==> src/rtl/riscv_pkg.sv <==
// Shared core constants and the fetch-to-decode payload type.
package riscv_pkg;

  localparam int unsigned XLEN    = 32;
  localparam int unsigned ILEN    = 32;
  localparam int unsigned PC_STEP = 4;

  localparam logic [XLEN-1:0] RESET_PC_DEFAULT = 32'h0000_0000;

  typedef struct packed {
    logic [XLEN-1:0] pc;
    logic [ILEN-1:0] instr;
  } fetch_entry_t;

endpackage

==> src/rtl/fetch_fifo.sv <==
// Synchronous FIFO with clear, occupancy count and a head that reads 0 when empty.
module fetch_fifo #(
  parameter int unsigned WIDTH = 64,
  parameter int unsigned DEPTH = 4
) (
  input  logic                         clk,
  input  logic                         rst,
  input  logic                         clear,
  input  logic                         push,
  input  logic [WIDTH-1:0]             push_data,
  input  logic                         pop,
  output logic [WIDTH-1:0]             head,
  output logic [$clog2(DEPTH+1)-1:0]   count
);

  localparam int unsigned AW = $clog2(DEPTH);
  localparam int unsigned CW = $clog2(DEPTH + 1);

  logic [WIDTH-1:0] mem [DEPTH];
  logic [AW-1:0]    wr_ptr;
  logic [AW-1:0]    rd_ptr;
  logic             do_pop;

  assign do_pop = pop && (count != '0);

  always_ff @(posedge clk or posedge rst) begin
    if (rst) begin
      wr_ptr <= '0;
      rd_ptr <= '0;
      count  <= '0;
    end else if (clear) begin
      wr_ptr <= '0;
      rd_ptr <= '0;
      count  <= '0;
    end else begin
      if (push)   wr_ptr <= wr_ptr + AW'(1);
      if (do_pop) rd_ptr <= rd_ptr + AW'(1);
      count <= count + CW'(push) - CW'(do_pop);
    end
  end

  // Storage needs no reset; count gates every read.
  always_ff @(posedge clk) begin
    if (push && !clear) mem[wr_ptr] <= push_data;
  end

  assign head = (count != '0) ? mem[rd_ptr] : '0;

endmodule

==> src/rtl/fetch_unit.sv <==
// Instruction fetch: sequential PC generation, credit-limited imem requests,
// prefetch buffering toward decode, and redirect with stale-response dropping.
module fetch_unit
  import riscv_pkg::*;
#(
  parameter logic [31:0] RESET_PC = RESET_PC_DEFAULT,
  parameter int unsigned DEPTH    = 4
) (
  input  logic        clk,
  input  logic        rst,
  output logic        imem_req_valid,
  input  logic        imem_req_ready,
  output logic [31:0] imem_req_addr,
  input  logic        imem_rsp_valid,
  input  logic [31:0] imem_rsp_data,
  input  logic        redirect_valid,
  input  logic [31:0] redirect_pc,
  output logic        out_valid,
  input  logic        out_ready,
  output logic [31:0] out_pc,
  output logic [31:0] out_instr
);

  localparam int unsigned CW = $clog2(DEPTH + 1);
  localparam int unsigned SW = CW + 1;

  logic [XLEN-1:0] fetch_pc;
  logic [CW-1:0]   outstanding;
  logic [CW-1:0]   outstanding_next;
  logic [CW-1:0]   drop_cnt;
  logic [CW-1:0]   fifo_count;
  logic [XLEN-1:0] rsp_pc;
  logic            credit;
  logic            req_fire;
  logic            push_out;
  logic            pop_out;
  fetch_entry_t    push_entry;
  fetch_entry_t    head_entry;

  // Buffered plus in-flight fetches never exceed DEPTH.
  assign credit         = (SW'(outstanding) + SW'(fifo_count)) < SW'(DEPTH);
  assign imem_req_valid = credit && !rst;
  assign imem_req_addr  = fetch_pc;
  assign req_fire       = imem_req_valid && imem_req_ready;

  assign outstanding_next = outstanding + CW'(req_fire) - CW'(imem_rsp_valid);

  // Responses in a redirect cycle or while draining stale fetches are discarded.
  assign push_out   = imem_rsp_valid && !redirect_valid && (drop_cnt == '0);
  assign push_entry = '{pc: rsp_pc, instr: imem_rsp_data};

  assign out_valid = (fifo_count != '0) && !redirect_valid;
  assign pop_out   = out_valid && out_ready;
  assign out_pc    = head_entry.pc;
  assign out_instr = head_entry.instr;

  always_ff @(posedge clk or posedge rst) begin
    if (rst) begin
      fetch_pc <= RESET_PC;
      drop_cnt <= '0;
    end else if (redirect_valid) begin
      fetch_pc <= redirect_pc & ~XLEN'(3);
      drop_cnt <= outstanding_next;
    end else begin
      if (req_fire) fetch_pc <= fetch_pc + XLEN'(PC_STEP);
      if (imem_rsp_valid && (drop_cnt != '0)) drop_cnt <= drop_cnt - CW'(1);
    end
  end

  // PC of every in-flight request; its occupancy is the outstanding count.
  fetch_fifo #(
    .WIDTH (XLEN),
    .DEPTH (DEPTH)
  ) u_pc_queue (
    .clk       (clk),
    .rst       (rst),
    .clear     (1'b0),
    .push      (req_fire),
    .push_data (fetch_pc),
    .pop       (imem_rsp_valid),
    .head      (rsp_pc),
    .count     (outstanding)
  );

  fetch_fifo #(
    .WIDTH ($bits(fetch_entry_t)),
    .DEPTH (DEPTH)
  ) u_out_fifo (
    .clk       (clk),
    .rst       (rst),
    .clear     (redirect_valid),
    .push      (push_out),
    .push_data (push_entry),
    .pop       (pop_out),
    .head      (head_entry),
    .count     (fifo_count)
  );

endmodule

==> config.mk <==
export PLATFORM = sky130hd
export DESIGN_NAME = fetch_unit
export DESIGN_NICKNAME = d
export VERILOG_FILES = /design/src/rtl/riscv_pkg.sv /design/src/rtl/fetch_fifo.sv /design/src/rtl/fetch_unit.sv
export SDC_FILE = /design/constraint.sdc
export NUM_CORES = 1
export LEC_CHECK = 0
export BUFFER_PORTS_ARGS = -buffer_cell sky130_fd_sc_hd__buf_2
export CORE_MARGIN = 2
export CORE_UTILIZATION = 53
export DETAILED_ROUTE_END_ITERATION = 16
export GPL_TIMING_DRIVEN = 1
export PLACE_DENSITY = 0.82
export RECOVER_POWER = 50
export SYNTH_ARGS = -nofsm -noshare
export SYNTH_HDL_FRONTEND = slang
export SYNTH_SLANG_ARGS = --single-unit
==> constraint.sdc <==
create_clock -name clk -period 3.1 [get_ports clk]
set_input_delay 0.62 -clock clk [delete_from_list [all_inputs] [get_ports clk]]
set_output_delay 0.62 -clock clk [all_outputs]
set_load 0.1 [all_outputs]
==> flow_summary.json, run 1 <==
{
  "status": "finished, violations left",
  "violations": "max-capacitance violations, max-slew violations",
  "place_congestion": 0.8527,
  "finalCriticalPeriod_ns": 2.973,
  "core.rowCount": 65,
  "die_h_um": 183.2,
  "nets": 1195,
  "final_max_slew_viol_count": 32,
  "peakVddDrop_mv": 0.5811,
  "path_max_fanout": 48,
  "ys_ff_latch": 419,
  "p_clk_share_pct": 26.5,
  "slew_headroom_pct": -6.425,
  "syn_area_per_cell_um2": 18.52,
  "die-area_um2": 33560,
  "rsz0062_at_grt": "true",
  "worstMarginPinSlew_ns": 1.596,
  "critPathKind": "reg -> out",
  "clockBufferDepth": 3,
  "synth_ff_type": "edfxtp_1",
  "drv_cap": 1,
  "area_growth_pct": 15.51,
  "cp.required_ns": 2.48,
  "synth_area_um2": 17020,
  "p_switching_uw": 7149,
  "crit_chain": "buf_16, mux4_2, and2_1, clkbuf_4",
  "yosys.cell_types.count": 49,
  "dieWidth_um": 183.2,
  "vias_per_cell": 5.809,
  "track_usage_pct": 19.92,
  "p_leak_uw": 0.006760,
  "cts.sinks": 419,
  "root_buffer": "clkbuf_16",
  "route.antenna.remaining_nets": 0,
  "grt_max_degree": 65,
  "grt_pass1_vias": 9301,
  "synth_cells": 919,
  "max_stage_delay_ns": 0.60,
  "clock_latency_ns": 0.54,
  "seq_area_frac_synth_pct": 72.54,
  "start_util_pct": 53.94,
  "cts_tree": "built",
  "skew_ns": 0.01973,
  "finalCritPeriodShare_pct": 95.90,
  "swShare_pct": 37.90,
  "postCtsHoldBufs": 0,
  "power.density_nw_per_um2": 959.5,
  "drt_wl_total_mm": 32.83,
  "portBuffers": 163,
  "cts_htree_levels": 2,
  "intPower_uw": 11720,
  "end_kind": "primary output",
  "via_count": 8940,
  "grt_antenna_before_repair": 1,
  "combPwrFrac_pct": 35.3,
  "dp_hpwl_mm": 18.80,
  "first_pass_iters": 5,
  "ios": 168,
  "core_um2": 31560,
  "hold_class": "in -> async",
  "drc_errors": 0,
  "startpoint_type": "flip-flop",
  "synth.yosys.warnings": 0,
  "crit_arrival_ns": 2.35,
  "whs_ns": 0.1994,
  "nFillCells": 2275,
  "drtIter0Drc": 606,
  "async_flop_share_pct": 11.22,
  "gr-total-overflow": 0,
  "wl_per_cell_um": 21.33,
  "power_frac_seq_pct": 38.3,
  "final_util_pct": 62.30,
  "grt_first_pass_wirelength_mm": 51.07,
  "cts_made_buffers": 41,
  "fmax_mhz": 336.4,
  "drive_gt1_share_pct": 26.94,
  "slowest_stage": "mux4_2",
  "clk_pin_slew_ns": 0.06,
  "finalSetupViolCount": 0,
  "hold_viol": 0,
  "layout_commonest_cell": "edfxtp_1",
  "mostFrequentLayoutCells": "372 x edfxtp_1, 122 x buf_2, 93 x mux4_2, 71 x and2_1, 50 x clkbuf_1",
  "synth_edf_count": 372
}
[metrics by stage]
stage / TNS, ns / area (µm²) / instances / total power [µW] / setup slack [ns]
after global routing: -0.001010 / 19660 / 1539 / 19620 / -0.0006302
after floorplan: 0 / 17040 / 924 / 12750 / 0.09793
final: 0 / 19660 / 1539 / 18860 / 0.1271
after CTS: 0 / 19780 / 1538 / 19070 / 0.02656
after detailed placement: 0 / 18410 / 1462 / 14060 / 0.4987
after global placement: 0 / 18410 / 1462 / 13930 / 0.5838
[metal layers]
layer | wire (µm) | global-route usage, % | share of wire [%]
met4 | 530 | 4.512 | 1.6
met1 | 14010 | 26.96 | 43
met2 | 16260 | 33.68 | 50
met5 | 0 | 0 | 0
met3 | 2029 | 4.230 | 6.2
[worst max-delay path, delay by kind of cell, from the launching register on]
kind	cells	cell delay, ns
DFF	1	0.44
buffers and inverters	2	0.60
and+or+nand+nor	1	0.18
muxes	1	0.60
[flip-flops by register name (all words and copies together) (netlist names)]
signal	flops
imem_req_addr	30
u_out_fifo.rd_ptr	2
u_pc_queue.rd_ptr	2
u_out_fifo.mem	252
u_pc_queue.count	3
u_pc_queue.wr_ptr	2
u_out_fifo.count	3
drop_cnt	3
u_pc_queue.mem	120
u_out_fifo.wr_ptr	2
[cells in the mapped netlist (12+ instances only)]
cell / count / area share [%]
edfxtp_1: 372 / 66
or4_1: 19 / 0.84
a31oi_1: 13 / 0.48
nor2_1: 21 / 0.46
dfrtp_1: 47 / 6.9
nand2_1: 23 / 0.51
and2_1: 75 / 2.8
nor2b_1: 37 / 1.4
inv_1: 18 / 0.40
clkbuf_1: 28 / 0.62
o21ai_0: 15 / 0.44
nand4_1: 12 / 0.44
mux4_2: 93 / 12
ha_1: 21 / 1.5
nand3_1: 19 / 0.56
[cell type report]
| class | count | area (µm²) | area share [%] |
|---|---|---|---|
| Sequential cell | 419 | 12350 | 62.83 |
| Multi-Input combinational cell | 438 | 4378 | 22.27 |
| Clock buffer | 54 | 1137 | 5.785 |
| Timing Repair Buffer | 184 | 983.4 | 5.002 |
| Tap cell | 402 | 503.0 | 2.558 |
| Clock inverter | 22 | 231.5 | 1.177 |
| Inverter | 19 | 71.32 | 0.3628 |
| Antenna cell | 1 | 2.502 | 0.01273 |
[final timing paths]
kind / start / end / slack, ns / cells after the start
worst max-delay path: u_out_fifo.rd_ptr[0] / out_pc[11] / 0.13 / 4
worst min-delay path: rst / u_out_fifo.wr_ptr[1] / 0.20 / 2
worst max register to register: u_pc_queue.count[2] / u_pc_queue.count[2] / 0.24 / 6
worst min register to register: u_pc_queue.wr_ptr[0] / u_pc_queue.wr_ptr[0] / 0.63 / 2
max in group asynchronous: rst / imem_req_addr[14] / 1.25 / 3
min in group clk: redirect_pc[20] / imem_req_addr[20] / 0.29 / 3
[power by group through the flow]
stage,logic [µW],registers (µW),clock network (µW)
after floorplan,5280,7470,0
after global placement,6640,7290,0
after detailed placement,6740,7320,0
after CTS,6760,7210,5100
after global routing,7040,7270,5320
final,6650,7220,5000
[kinds of logic after synthesis]
logic type               share of synthesized area, %
multiplexers                                    12.48
other                                         0.02203
AND/OR/NAND/NOR                                 8.491
adder cells (fa/ha/maj)                         1.661
XOR/XNOR                                       0.9263
buffers and inverters                           1.669
AO/OA/AOI/OAI                                   2.205
flip-flops                                      72.54
[repair_timing]
| item | 4_1_cts | 5_1_grt |
|---|---|---|
| buffers inserted | 0 | 0 |
| setup endpoints to repair | 0 | 44 |
| resized for setup | 0 | 4 |
Power figures use the tool's default switching activity.
==> inputs of run 2 (changes only) <==
Settings changed: CORE_UTILIZATION 53 to 48, PLACE_DENSITY 0.82 to 0.76, SLEW_MARGIN set to 20.
==> flow_summary.json, run 2 (synthesized netlist as in run 1, its figures left out) <==
{
  "status": "finished, violations left",
  "violations": "max-capacitance violations, max-slew violations",
  "place_congestion": 0.7944,
  "p_clk_share_pct": 25.7,
  "finalWorstSetupSlack_ns": 0.1033,
  "drive_gt1_share_pct": 27.11,
  "dp_slack_ns": 0.5463,
  "drtIter0Drc": 626,
  "clk_pin_slew_ns": 0.06,
  "met2WireLength_mm": 15.97,
  "critical_path_buf_inv_count": 2,
  "worstHoldStart": "redirect_pc[6]",
  "end_kind": "primary output",
  "route.antenna.remaining_nets": 0,
  "wl_per_cell_um": 20.27,
  "met1_length_mm": 13.65,
  "rrSetupSlack_ns": 0.35,
  "finalCriticalPeriod_ns": 2.997,
  "grt_pass1_vias": 8961,
  "portBuffers": 163,
  "postCtsSetupBuffers": 0,
  "swShare_pct": 37.98,
  "grt_antenna_before_repair": 0,
  "finalSetupViolCount": 0,
  "dieWidth_um": 192.3,
  "nets": 1197,
  "peakVddDrop_mv": 0.7519,
  "vias_per_cell": 5.585,
  "crit_arrival_ns": 2.38,
  "min_to": "imem_req_addr[6]",
  "worstMarginPinSlew_ns": 1.509,
  "crit_family": "buffers and inverters",
  "cts_tree": "built",
  "cts_made_buffers": 42,
  "slew_headroom_pct": -0.5981,
  "mostFrequentLayoutCells": "372 x edfxtp_1, 123 x buf_2, 93 x mux4_2, 71 x and2_1, 53 x clkbuf_1",
  "startpoint_type": "flip-flop",
  "grt_first_pass_wirelength_mm": 50.22,
  "first_pass_iters": 7,
  "p_switching_uw": 7081,
  "place_area_um2": 18470,
  "area_growth_pct": 15.64,
  "clock_latency_ns": 0.53,
  "top_layer": "met4",
  "largest_reg_flops": 252,
  "rsz0062_at_grt": "false",
  "r2r-start": "u_pc_queue.count[2]",
  "core.rowCount": 68,
  "final_area_um2": 19680,
  "fmax_mhz": 333.7,
  "critPathKind": "reg -> out",
  "cts_htree_levels": 2,
  "drt_wl_total_mm": 32.27,
  "via_count": 8892,
  "crit_chain": "buf_16, mux4_2, and2_1, buf_2",
  "root_buffer": "clkbuf_16",
  "layout_commonest_cell": "edfxtp_1",
  "hold_viol": 0,
  "core_um2": 34710,
  "combPwrFrac_pct": 35.6,
  "max_stage_delay_ns": 0.59,
  "worstReg2RegEnd": "u_pc_queue.count[2]",
  "power_frac_seq_pct": 38.8,
  "die-area_um2": 36980,
  "final_max_slew_viol_count": 32,
  "whs_path_depth": 3,
  "drv_cap": 1,
  "r2r_cells": 6,
  "skew_ns": 0.01545,
  "finalCritPeriodShare_pct": 96.67,
  "gr-total-overflow": 0,
  "power.density_nw_per_um2": 947.1,
  "top_register": "u_out_fifo.mem",
  "intPower_uw": 11560,
  "start_util_pct": 49.03,
  "die_h_um": 192.3,
  "cp.required_ns": 2.48,
  "dp_hpwl_mm": 19.67,
  "path_max_fanout": 48,
  "setup_tns_ns": 0,
  "clockBufferDepth": 3,
  "total_power_uw": 18640,
  "wl_met3_mm": 1.989,
  "drc_errors": 0,
  "ios": 168,
  "grt_max_degree": 66,
  "slowest_stage": "mux4_2",
  "track_usage_pct": 17.93,
  "cp_num_cells": 4,
  "p_leak_uw": 0.006745,
  "hold_class": "in -> reg",
  "cts.sinks": 419
}
-- run 2: cell type report --
type | count | area (µm²)
Fill cell | 2643 | 15030
Sequential cell | 419 | 12350
Multi-Input combinational cell | 438 | 4378
Clock buffer | 59 | 1156
Timing Repair Buffer | 185 | 996.0
Tap cell | 455 | 569.3
Clock inverter | 16 | 156.4
Inverter | 19 | 71.32
Antenna cell | 1 | 2.502
-- run 2: how the worst max path moves through the flow --
stage,startpoint,to,slack (ns)
finish,u_out_fifo.rd_ptr[0],out_pc[15],0.10
global route,u_out_fifo.rd_ptr[0],out_pc[14],0.003
CTS,u_out_fifo.count[1],out_pc[31],0.01
detailed placement,rst,drop_cnt[2],0.55
global placement,rst,drop_cnt[2],0.59
floorplan,u_out_fifo.rd_ptr[1],out_pc[1],0.1
-- run 2: per-stage QoR --
step           hold slack [ns]  utilization [%]  instances
2_1_floorplan           0.5420                -        924
3_3_place_gp            0.5729            53.20       1516
3_5_place_dp            0.5916            53.20       1516
4_1_cts                 0.2445            57.01       1591
5_1_grt                 0.2941            56.69       1591
6_report                0.2960            56.70       1592
-- run 2: power by group through the flow --
stage	Sequential, µW	Clock (µW)	Combinational (µW)
final	7220	4790	6630
after global placement	7300	0	6620
after detailed placement	7330	0	6720
after floorplan	7470	0	5280
after CTS	7220	4900	6750
after global routing	7280	5110	7050
-- run 2: timing repair --
action / 4_1_cts / 5_1_grt
resized for setup: 1 / 7
cloned: 0 / 0
setup endpoints to repair: 1 / 6
pin swaps: 0 / 0
hold buffers: 0 / 0
-- run 2: metal layers --
| layer | global-route usage (%) | vias to the layer above |
|---|---|---|
| met3 | 3.419 | 52 |
| met5 | 0 | - |
| li1 | - | 4017 |
| met4 | 4.932 | 0 |
| met1 | 24.09 | 4516 |
| met2 | 30.20 | 307 |
-- run 2: worst min-delay path, cell delays in order --
cell	delay, ns
buf_2	0.07
nand2_1	0.04
o21ai_0	0.06
